===== config.mk =====
export PLATFORM = sky130hd
export DESIGN_NAME = sonic_tx_gearbox_fifo_flat
export DESIGN_NICKNAME = d
export VERILOG_FILES = /design/src/rtl/sonic_tx_gearbox_fifo_if.sv /design/src/rtl/sonic_tx_gearbox_fifo.sv /design/src/flat_wrapper.sv
export SDC_FILE = /design/constraint.sdc
export NUM_CORES = 1
export LEC_CHECK = 0
export BUFFER_PORTS_ARGS = -buffer_cell sky130_fd_sc_hd__buf_4
export CORE_MARGIN = 2
export CORE_UTILIZATION = 45
export DETAILED_ROUTE_END_ITERATION = 7
export HOLD_SLACK_MARGIN = 0.02
export SLEW_MARGIN = 20
export SYNTH_ARGS = -nofsm -noshare
export SYNTH_HDL_FRONTEND = slang
export SYNTH_SLANG_ARGS = --single-unit

===== constraint.sdc =====
create_clock -name clk -period 11.46 [get_ports clk]
set_input_delay 0.573 -clock clk [delete_from_list [all_inputs] [get_ports clk]]
set_output_delay 0.573 -clock clk [all_outputs]
set_load 0.005 [all_outputs]

===== src/rtl/sonic_tx_gearbox_fifo_if.sv =====
// Handshake and status bundle between the DMA-completion side, the TX gearbox
// staging buffer and the serial datapath consumer.
interface sonic_tx_gearbox_fifo_if #(
    parameter int INPUT_WIDTH  = 64,
    parameter int OUTPUT_WIDTH = 40,
    parameter int DEPTH        = 16
);
    localparam int AW = $clog2(DEPTH);

    logic [INPUT_WIDTH-1:0]  wr_data;
    logic                    wr_valid;
    logic                    wr_ready;
    logic                    commit;
    logic                    flush;
    logic                    out_ena;
    logic [OUTPUT_WIDTH-1:0] data_out;
    logic                    data_valid;
    logic                    underrun;
    logic [AW:0]             used_words;
    logic [AW:0]             committed_words;
    logic                    empty;
    logic                    full;

    modport master (
        output wr_data, wr_valid, commit, flush, out_ena,
        input  wr_ready, data_out, data_valid, underrun,
               used_words, committed_words, empty, full
    );

    modport slave (
        input  wr_data, wr_valid, commit, flush, out_ena,
        output wr_ready, data_out, data_valid, underrun,
               used_words, committed_words, empty, full
    );
endinterface


===== src/rtl/sonic_tx_gearbox_fifo.sv =====
// TX staging buffer with commit gating and an integrated INPUT_WIDTH->OUTPUT_WIDTH
// down-converting gearbox emitting LSB-first slices.
module sonic_tx_gearbox_fifo #(
    parameter int                      INPUT_WIDTH  = 64,
    parameter int                      OUTPUT_WIDTH = 40,
    parameter int                      DEPTH        = 16,
    parameter logic [OUTPUT_WIDTH-1:0] IDLE_PATTERN = {OUTPUT_WIDTH{1'b0}}
) (
    input logic                   clk,
    input logic                   reset,
    sonic_tx_gearbox_fifo_if.slave bus
);
    localparam int AW   = $clog2(DEPTH);
    localparam int ACCW = INPUT_WIDTH + OUTPUT_WIDTH;
    localparam int CW   = $clog2(ACCW + 1);

    localparam logic [AW:0]   PTR_ONE   = (AW+1)'(1);
    localparam logic [AW:0]   DEPTH_C   = (AW+1)'(DEPTH);
    localparam logic [CW-1:0] IW_C      = CW'(INPUT_WIDTH);
    localparam logic [CW-1:0] OW_C      = CW'(OUTPUT_WIDTH);
    localparam logic [CW-1:0] CNT_ZERO  = {CW{1'b0}};

    logic [INPUT_WIDTH-1:0]  mem_r [DEPTH];
    logic [AW:0]             wr_ptr_r;
    logic [AW:0]             commit_ptr_r;
    logic [AW:0]             rd_ptr_r;
    logic [ACCW-1:0]         acc_r;
    logic [CW-1:0]           cnt_r;
    logic [OUTPUT_WIDTH-1:0] data_out_r;
    logic                    data_valid_r;
    logic                    underrun_r;

    logic [AW:0]             used_s;
    logic [AW:0]             committed_s;
    logic                    full_s;
    logic                    wr_accept_s;
    logic                    load_s;
    logic [ACCW-1:0]         acc_ld_s;
    logic [CW-1:0]           cnt_ld_s;
    logic                    emit_s;

    assign used_s      = wr_ptr_r - rd_ptr_r;
    assign committed_s = commit_ptr_r - rd_ptr_r;
    assign full_s      = (used_s == DEPTH_C);
    // Flush wins over a same-cycle write, so the write never touches storage.
    assign wr_accept_s = bus.wr_valid && !full_s && !bus.flush;
    assign load_s      = bus.out_ena && (cnt_r < OW_C) && (committed_s != {(AW+1){1'b0}});

    assign bus.wr_ready        = !full_s;
    assign bus.used_words      = used_s;
    assign bus.committed_words = committed_s;
    assign bus.empty           = (used_s == {(AW+1){1'b0}});
    assign bus.full            = full_s;
    assign bus.data_out        = data_out_r;
    assign bus.data_valid      = data_valid_r;
    assign bus.underrun        = underrun_r;

    // Accumulator after the optional load of the word at rd_ptr.
    always_comb begin
        acc_ld_s = acc_r;
        cnt_ld_s = cnt_r;
        if (load_s) begin
            acc_ld_s = acc_r | ({{OUTPUT_WIDTH{1'b0}}, mem_r[rd_ptr_r[AW-1:0]]} << cnt_r);
            cnt_ld_s = cnt_r + IW_C;
        end else begin
            acc_ld_s = acc_r;
            cnt_ld_s = cnt_r;
        end
        emit_s = (cnt_ld_s >= OW_C);
    end

    // Word storage; no reset needed since pointers gate every read.
    always_ff @(posedge clk) begin
        if (wr_accept_s) begin
            mem_r[wr_ptr_r[AW-1:0]] <= bus.wr_data;
        end
    end

    // Pointers, gearbox state and registered outputs.
    always_ff @(posedge clk or posedge reset) begin
        if (reset) begin
            wr_ptr_r     <= {(AW+1){1'b0}};
            commit_ptr_r <= {(AW+1){1'b0}};
            rd_ptr_r     <= {(AW+1){1'b0}};
            acc_r        <= {ACCW{1'b0}};
            cnt_r        <= CNT_ZERO;
            data_out_r   <= IDLE_PATTERN;
            data_valid_r <= 1'b0;
            underrun_r   <= 1'b0;
        end else if (bus.flush) begin
            wr_ptr_r     <= {(AW+1){1'b0}};
            commit_ptr_r <= {(AW+1){1'b0}};
            rd_ptr_r     <= {(AW+1){1'b0}};
            acc_r        <= {ACCW{1'b0}};
            cnt_r        <= CNT_ZERO;
            data_out_r   <= IDLE_PATTERN;
            data_valid_r <= 1'b0;
            underrun_r   <= 1'b0;
        end else begin
            if (wr_accept_s) begin
                wr_ptr_r <= wr_ptr_r + PTR_ONE;
            end
            if (bus.commit) begin
                commit_ptr_r <= wr_accept_s ? (wr_ptr_r + PTR_ONE) : wr_ptr_r;
            end
            if (bus.out_ena) begin
                if (load_s) begin
                    rd_ptr_r <= rd_ptr_r + PTR_ONE;
                end
                if (emit_s) begin
                    data_out_r   <= acc_ld_s[OUTPUT_WIDTH-1:0];
                    data_valid_r <= 1'b1;
                    underrun_r   <= 1'b0;
                    acc_r        <= acc_ld_s >> OUTPUT_WIDTH;
                    cnt_r        <= cnt_ld_s - OW_C;
                end else begin
                    // Starved: keep partial bits, flag only if a stream is in flight.
                    data_out_r   <= IDLE_PATTERN;
                    data_valid_r <= 1'b0;
                    underrun_r   <= (cnt_ld_s != CNT_ZERO);
                    acc_r        <= acc_ld_s;
                    cnt_r        <= cnt_ld_s;
                end
            end else begin
                data_valid_r <= 1'b0;
                underrun_r   <= 1'b0;
            end
        end
    end
endmodule


===== src/flat_wrapper.sv =====
// flat-port wrapper written by rule: the top's interface ports become plain ports
module sonic_tx_gearbox_fifo_flat 
#(
    parameter int                      INPUT_WIDTH  = 64,
    parameter int                      OUTPUT_WIDTH = 40,
    parameter int                      DEPTH        = 16,
    parameter logic [OUTPUT_WIDTH-1:0] IDLE_PATTERN = {OUTPUT_WIDTH{1'b0}}
)
  (clk, reset, bus_wr_data, bus_wr_valid, bus_commit, bus_flush, bus_out_ena, bus_wr_ready, bus_data_out, bus_data_valid, bus_underrun, bus_used_words, bus_committed_words, bus_empty, bus_full);
  sonic_tx_gearbox_fifo_if #(.INPUT_WIDTH(INPUT_WIDTH), .OUTPUT_WIDTH(OUTPUT_WIDTH), .DEPTH(DEPTH)) bus_i ();
  input logic clk;
  input logic reset;
  input wire logic [$bits(bus_i.wr_data)-1:0] bus_wr_data;
  input wire logic [$bits(bus_i.wr_valid)-1:0] bus_wr_valid;
  input wire logic [$bits(bus_i.commit)-1:0] bus_commit;
  input wire logic [$bits(bus_i.flush)-1:0] bus_flush;
  input wire logic [$bits(bus_i.out_ena)-1:0] bus_out_ena;
  output wire logic [$bits(bus_i.wr_ready)-1:0] bus_wr_ready;
  output wire logic [$bits(bus_i.data_out)-1:0] bus_data_out;
  output wire logic [$bits(bus_i.data_valid)-1:0] bus_data_valid;
  output wire logic [$bits(bus_i.underrun)-1:0] bus_underrun;
  output wire logic [$bits(bus_i.used_words)-1:0] bus_used_words;
  output wire logic [$bits(bus_i.committed_words)-1:0] bus_committed_words;
  output wire logic [$bits(bus_i.empty)-1:0] bus_empty;
  output wire logic [$bits(bus_i.full)-1:0] bus_full;
  assign bus_i.wr_data = bus_wr_data;
  assign bus_i.wr_valid = bus_wr_valid;
  assign bus_i.commit = bus_commit;
  assign bus_i.flush = bus_flush;
  assign bus_i.out_ena = bus_out_ena;
  assign bus_wr_ready = bus_i.wr_ready;
  assign bus_data_out = bus_i.data_out;
  assign bus_data_valid = bus_i.data_valid;
  assign bus_underrun = bus_i.underrun;
  assign bus_used_words = bus_i.used_words;
  assign bus_committed_words = bus_i.committed_words;
  assign bus_empty = bus_i.empty;
  assign bus_full = bus_i.full;
  sonic_tx_gearbox_fifo #(.INPUT_WIDTH(INPUT_WIDTH), .OUTPUT_WIDTH(OUTPUT_WIDTH), .DEPTH(DEPTH), .IDLE_PATTERN(IDLE_PATTERN)) u_core (.clk(clk), .reset(reset), .bus(bus_i));
endmodule

==> results of run 1 <==
routing by layer:
metal / global-route usage / routed length, um
met5: 0 / 49
met3: 0.0499 / 10400
met2: 0.384 / 63200
met1: 0.338 / 56300
met4: 0.0823 / 4250
worst min-delay path by stage:
stage / from / endpoint / slack, ns / cells after the start
finish: reset / u_core.acc_r[56] / 0.02 / 2
global route: reset / u_core.acc_r[56] / 0.1 / 2
CTS: reset / u_core.bus.data_out[25] / 0.04 / 2
detailed placement: u_core.bus.data_out[11] / u_core.bus.data_out[11] / 0.47 / 2
global placement: u_core.bus.data_out[1] / u_core.bus.data_out[1] / 0.47 / 2
floorplan: u_core.acc_r[10] / u_core.acc_r[10] / 0.45 / 2
final cells by class:
type / count / share of cell area
inverter: 30 / 0.00215
clock buffer: 161 / 0.0601
timing repair buffer: 187 / 0.0263
antenna: 2 / 0.0000914
clock inverter: 61 / 0.0127
tap: 1403 / 0.0321
multi-input combinational: 1334 / 0.229
sequential: 1189 / 0.637
flip-flops by register name, indices dropped and copies added, names as in the netlist:
signal and cells:
u_core.commit_ptr_r 5, u_core.rd_ptr_r 5, u_core.bus.data_valid 1, u_core.bus.data_out 40, u_core.cnt_r 4, u_core.bus.underrun 1
u_core.wr_ptr_r 5, u_core.mem_r 1024, u_core.acc_r 104
synthesized netlist by cell type, types with 36 or more instances:
cell type and number:
a21oi_1 70, a22oi_1 96, and3_1 45, buf_2 41, clkbuf_1 68, dfrtp_1 165
edfxtp_1 1024, mux2_2 52, mux2i_1 154, mux4_2 193, nand2_1 127, nor2_1 132
o21ai_0 78, o22ai_1 36
placed cells by master, fill, tap and decap left out, types with 10 or more instances in the layout:
cell type,count
clkinv_2,16
bufinv_16,13
nor2_4,12
mux2_2,52
o2bb2ai_1,13
a31oi_1,11
ha_1,14
dfrtp_1,160
nor3_1,21
a211oi_1,20
and3_1,44
o21ai_0,78
o211ai_1,18
o31ai_1,12
clkinv_1,19
a22oi_1,96
buf_4,184
o22ai_1,36
nand2b_1,14
edfxtp_1,1024
nor2_1,117
clkbuf_8,11
nand3_1,27
a21o_1,10
inv_1,24
a22o_1,16
mux2i_1,154
clkbuf_1,29
a221oi_1,27
nand2_1,127
mux4_1,10
clkbuf_16,121
a221o_1,14
mux4_2,193
a21oi_1,70
worst max-delay path: stages, from the launching register on:
cell       delay, ns
dfrtp_4         0.97
inv_1           0.43
ha_1            0.39
nor2b_1         0.12
o21ai_0         0.23
a21boi_0        0.18
o2111ai_1       0.44
inv_1           0.14
nor3_1          0.48
nand2_1         0.37
nor2_4          0.80
buf_4           0.81
report_power, final:
part / internal, uW / switching, uW / total, uW
Sequential: 4890 / 173 / 5070
Combinational: 1120 / 1950 / 3080
Clock: 2300 / 1640 / 3940
Total: 8320 / 3770 / 12100
cell families (layout without fill, tap and decap cells):
group	Yosys count	in the layout	synth area share
muxes	409	409	0.139
DFF	1189	1189	0.721
buffers and inverters	202	439	0.0237
other	0	2	0
and+or+nand+nor	407	407	0.0381
adders and majority gates	16	16	0.00445
xor gates and xnor gates	14	14	0.00253
AOI/OAI and AO/OA	488	488	0.0710
metrics by stage:
step                 util  setup WS (ns)  std cells  hold WS (ns)  cell area, um^2
floorplan               -           3.78       2725         0.451            48400
global placement    0.474           5.52       4141         0.469            50700
detailed placement  0.474           5.67       4142         0.474            50700
CTS                 0.512           5.62       4364        0.0405            54700
global route        0.512           5.21       4366        0.0960            54700
finish              0.512           5.65       4367        0.0219            54700
==> run_results.csv, run 1 <==
group,metric,value,unit
clocking,cts_buffer_depth,3,
routing,vias,26800,
yosys,syn_area,48400,um^2
worst_setup_path,crit_path_start_kind,"flip-flop",
clocking,clk_pin_slew,0.06,ns
layout,nNetsFinal,2946,
sta,post-route-period-util,0.507,
global_routing,antenna_found_initial,6,
sta,finalMaxSlewViolations,0,
sta,final.setup.tns,0,ns
yosys,yosys_warnings,0,
placement,dp_hpwl,83.9,mm
clocking,ctsResizeCount,0,
power_and_ir_drop,vdd_ir_drop_max,144,uV
routing,wirelength,134,mm
worst_setup_path,cp-endpoint,"u_core.mem_r[14][14]",
global_routing,overflow,0,
yosys,avgSynthCellArea,17.8,um^2
placement,gp_congestion,0.905,
power_and_ir_drop,powerDensity,221,nW/um^2
worst_setup_path,crit_path_start,"u_core.rd_ptr_r[1]",
routing,drt_iter0_markers,2916,
layout,multi_input_comb_area,12500,um^2
yosys,ys_ff_latch,1189,
clocking,htree_levels,3,
floorplan,rows,120,
global_routing,track_usage,0.243,
routing,routed_via_density,6.14,
clocking,cts_tree,"done",
clocking,cts_sinks,1189,
floorplan,io_pins,125,
worst_setup_path,path_class,"reg2reg",
layout,drive_gt1_frac,0.223,
yosys,synthesis.nets,2811,
routing,remaining_drc_errors,0,
clocking,cts_made_buffers,118,
layout,register_area,34900,um^2
sta,timing.fmax,0.172,GHz
floorplan,die_y,332,um
power_and_ir_drop,power.leakage,0.0184,uW
sta,setup_violations,0,
yosys,syn_inst,2725,
clocking,postCtsSetupBuffers,0,
yosys,async_flop_share,0.139,
worst_setup_path,reg2reg_slack,5.65,ns
routing,firstDrtPassIters,5,
yosys,ys_types,73,
yosys,ys.flop_type,"edfxtp_1",
worst_hold_path,min_path_type,"in2async",
worst_setup_path,crit_fanout,48,
routing,ant_nets,0,
clocking,clock_latency,0.74,ns
global_routing,grt_pass1_vias,27300,
floorplan,dieWidth,332,um
worst_setup_path,cp.arrival,6.14,ns
power_and_ir_drop,power,12100,uW
floorplan,core,107000,um^2
routing,wl_per_cell,30.7,um
sta,fin_skew,0.0437,ns
layout,syn_to_final_growth,13.2,%
floorplan,die_area,110000,um^2
yosys,yosysTopAreaCell,"edfxtp_1",
global_routing,grt_max_degree,91,
worst_setup_path,reg2regPathDepth,11,
yosys,synth_top_cell_area_share,0.636,
yosys,synth-edff-count,1024,
yosys,seq_area_frac_synth,0.721,
sta,hold_viol_final,0,
global_routing,grt_pass1_wl,195,mm
flow_run,maxCapViolCount,0,
worst_setup_path,critical_path_required,11.79,ns
floorplan,initial_core_util,0.452,
worst_setup_path,end_kind,"flip-flop",
sta,tightest_slew,1.20,ns
sta,rsz0062_at_grt,"no",
yosys,synth.area.top_cells,"edfxtp_1 (64%), mux4_2 (9.0%), dfrtp_1 (8.5%)",
clocking,clock-root-buffer,"clkbuf_16",
clocking,ctsHoldBuffers,0,
layout,fillers,8585,
sta,period_needed,5.81,ns
run_status,run_status,"complete, no violations",
sta,slew-limit-headroom,0.195,
worst_setup_path,worstReg2RegEnd,"u_core.mem_r[14][14]",
worst_setup_path,r2r-start,"u_core.rd_ptr_r[1]",
placement,numPortBuffers,124,
Note: power is estimated with default switching activity, not from simulation.
==> inputs of run 2 (changes only) <==
clock period = 5.4 ns   (was 11.46 ns; I/O delays follow)
==> run 2 against run 1 <==
- design area rose by 2.5%
- combinational power rose by 120%
- hold slack improved by 0.17 ns
- critical path type unchanged
- highest routed layer unchanged
- sequential power rose by 110%
- first-iteration DRC count rose by 12%
- fmax rose by 29%
- register-to-register slack got worse by 4.7 ns
- non-clock buffer count rose by 111
==> run_results.csv, run 2 (same netlist as run 1, synthesis figures left out) <==
group,metric,value,unit
layout,final_cell_mix,"edfxtp_1 (1024), buf_4 (199), mux4_2 (193)",
floorplan,die_y,332,um
worst_setup_path,critical_path_required,5.80,ns
power_and_ir_drop,powerDensity,462,nW/um^2
power_and_ir_drop,seq_power_share,0.414,
sta,rsz0062_at_grt,"no",
placement,place_area,51400,um^2
worst_setup_path,path_buf_inv,3,
worst_setup_path,max_stage_delay,0.92,ns
sta,finalMaxSlewViolations,0,
routing,vias,27600,
routing,wirelength,141,mm
routing,ant_nets,0,
global_routing,track_usage,0.254,
sta,fin_skew,0.0351,ns
floorplan,core,107000,um^2
placement,dp_hpwl,87.2,mm
layout,largest_reg_flops,1024,
clocking,clk_pin_slew,0.06,ns
global_routing,grt_max_degree,95,
global_routing,grt_pass1_vias,27800,
sta,hold_viol_final,0,
worst_setup_path,path_class,"reg2reg",
worst_setup_path,critical_path.cell_chain,"ha_1 -> fa_1 -> xnor2_1 -> or3_1 -> inv_1 -> o2111ai_1 -> inv_1 -> nor3_1 -> nand2_1 -> nor2_4 -> buf_4",
power_and_ir_drop,vdd_ir_drop_max,332,uV
worst_setup_path,end_kind,"flip-flop",
clocking,cts_buffer_depth,3,
sta,post-route-period-util,0.833,
worst_setup_path,crit_path_start_kind,"flip-flop",
flow_run,maxCapViolCount,0,
worst_setup_path,r2r-start,"u_core.rd_ptr_r[0]",
worst_setup_path,crit_fanout,29,
worst_setup_path,reg2reg_slack,0.90,ns
sta,fin_hold_ws,0.188,ns
sta,setup_violations,0,
routing,wl_per_cell,31.5,um
power_and_ir_drop,switching_power,8070,uW
layout,post-route-cell-area,56100,um^2
routing,routed_via_density,6.17,
placement,placed_cells,4186,
floorplan,rows,120,
clocking,cts_sinks,1189,
power_and_ir_drop,swShare,0.312,
sta,period_needed,4.50,ns
clocking,postCtsSetupBuffers,0,
layout,drive_gt1_frac,0.227,
layout,syn_to_final_growth,16.0,%
routing,remaining_drc_errors,0,
clocking,clock-root-buffer,"clkbuf_16",
power_and_ir_drop,clockPowerShare,0.325,
layout,stdcell_count,4482,
clocking,ctsResizeCount,0,
floorplan,initial_core_util,0.452,
floorplan,die_area,110000,um^2
clocking,cts_made_buffers,120,
floorplan,dieWidth,332,um
clocking,htree_levels,3,
worst_setup_path,crit_path_frequent_cell,"inv_1",
worst_setup_path,cp_slowest_cell,"nor2_4",
clocking,cts_tree,"done",
layout,nNetsFinal,3059,
routing,firstDrtPassIters,6,
layout,final_common_cell,"edfxtp_1",
clocking,ctsHoldBuffers,68,
placement,numPortBuffers,124,
run_status,run_status,"complete, no violations",
sta,slew-limit-headroom,0.269,
placement,pre_cts_ws,0.893,ns
routing,drt_iter0_markers,3265,
sta,fin_ws,0.899,ns
clocking,clock_latency,0.71,ns
worst_setup_path,worstReg2RegEnd,"u_core.mem_r[6][7]",
global_routing,grt_pass1_wl,203,mm
sta,tightest_slew,1.09,ns
placement,gp_congestion,0.933,
power_and_ir_drop,comb_power_share,0.262,
global_routing,antenna_found_initial,7,
worst_setup_path,path_delay_family,"simple AND/OR/NAND/NOR gates",
worst_setup_path,reg2regPathDepth,11,
layout,fin_util,0.525,
floorplan,io_pins,125,
sta,timing.fmax,0.222,GHz
global_routing,overflow,0,
power_and_ir_drop,power.leakage,0.0189,uW
worst_hold_path,min_path_type,"in2async",
power_and_ir_drop,p_int,17800,uW
worst_setup_path,cp.arrival,4.91,ns
[run 2: area by class of cell]
cell class	instances	area [um^2]
Fill cell	8498	50800
Sequential cell	1189	34900
Multi-Input combinational cell	1334	12500
Clock buffer	147	3160
Timing Repair Buffer	298	2800
Tap cell	1403	1760
Clock inverter	78	822
Inverter	30	118
Antenna cell	3	7.51
[run 2: how the worst max path moves through the flow]
stage | from | to | depth (start not counted) | slack, ns
3_5_place_dp | u_core.rd_ptr_r[0] | u_core.mem_r[6][57] | 11 | 0.89
6_report | u_core.rd_ptr_r[0] | u_core.mem_r[6][7] | 11 | 0.90
5_1_grt | u_core.rd_ptr_r[0] | u_core.mem_r[6][57] | 11 | 0.59
2_1_floorplan | u_core.rd_ptr_r[2] | u_core.mem_r[14][0] | 13 | -0.57
3_3_place_gp | u_core.rd_ptr_r[0] | u_core.mem_r[6][40] | 11 | 0.94
4_1_cts | u_core.rd_ptr_r[0] | u_core.mem_r[6][7] | 11 | 0.89
[run 2: power groups by stage]
stage               Clock (uW)  Combinational (uW)  Sequential [uW]
floorplan                    0                4130            10700
global placement             0                6620            10900
detailed placement           0                6630            10900
CTS                       8530                6700            10700
global route              8870                7120            10700
finish                    8400                6780            10700
[run 2: worst min-delay path, cell delays in order]
cell,delay [ns]
dlygate4sd3_1,0.54
buf_4,0.15
inv_6,0.39
[run 2: per-layer routing]
layer | track usage | up-vias | part of all wire
met1 | 0.362 | 14600 | 0.42
met2 | 0.401 | 1291 | 0.47
met4 | 0.0747 | 2 | 0.026
met5 | 0 | - | 0.000092
met3 | 0.0492 | 199 | 0.083
li1 | - | 11500 | -
[run 2: through the flow]
stage	total power, uW	setup TNS [ns]
floorplan	14900	-443.73
CTS	25900	0
finish	25900	0
detailed placement	17500	0
global placement	17500	0
global route	26700	0
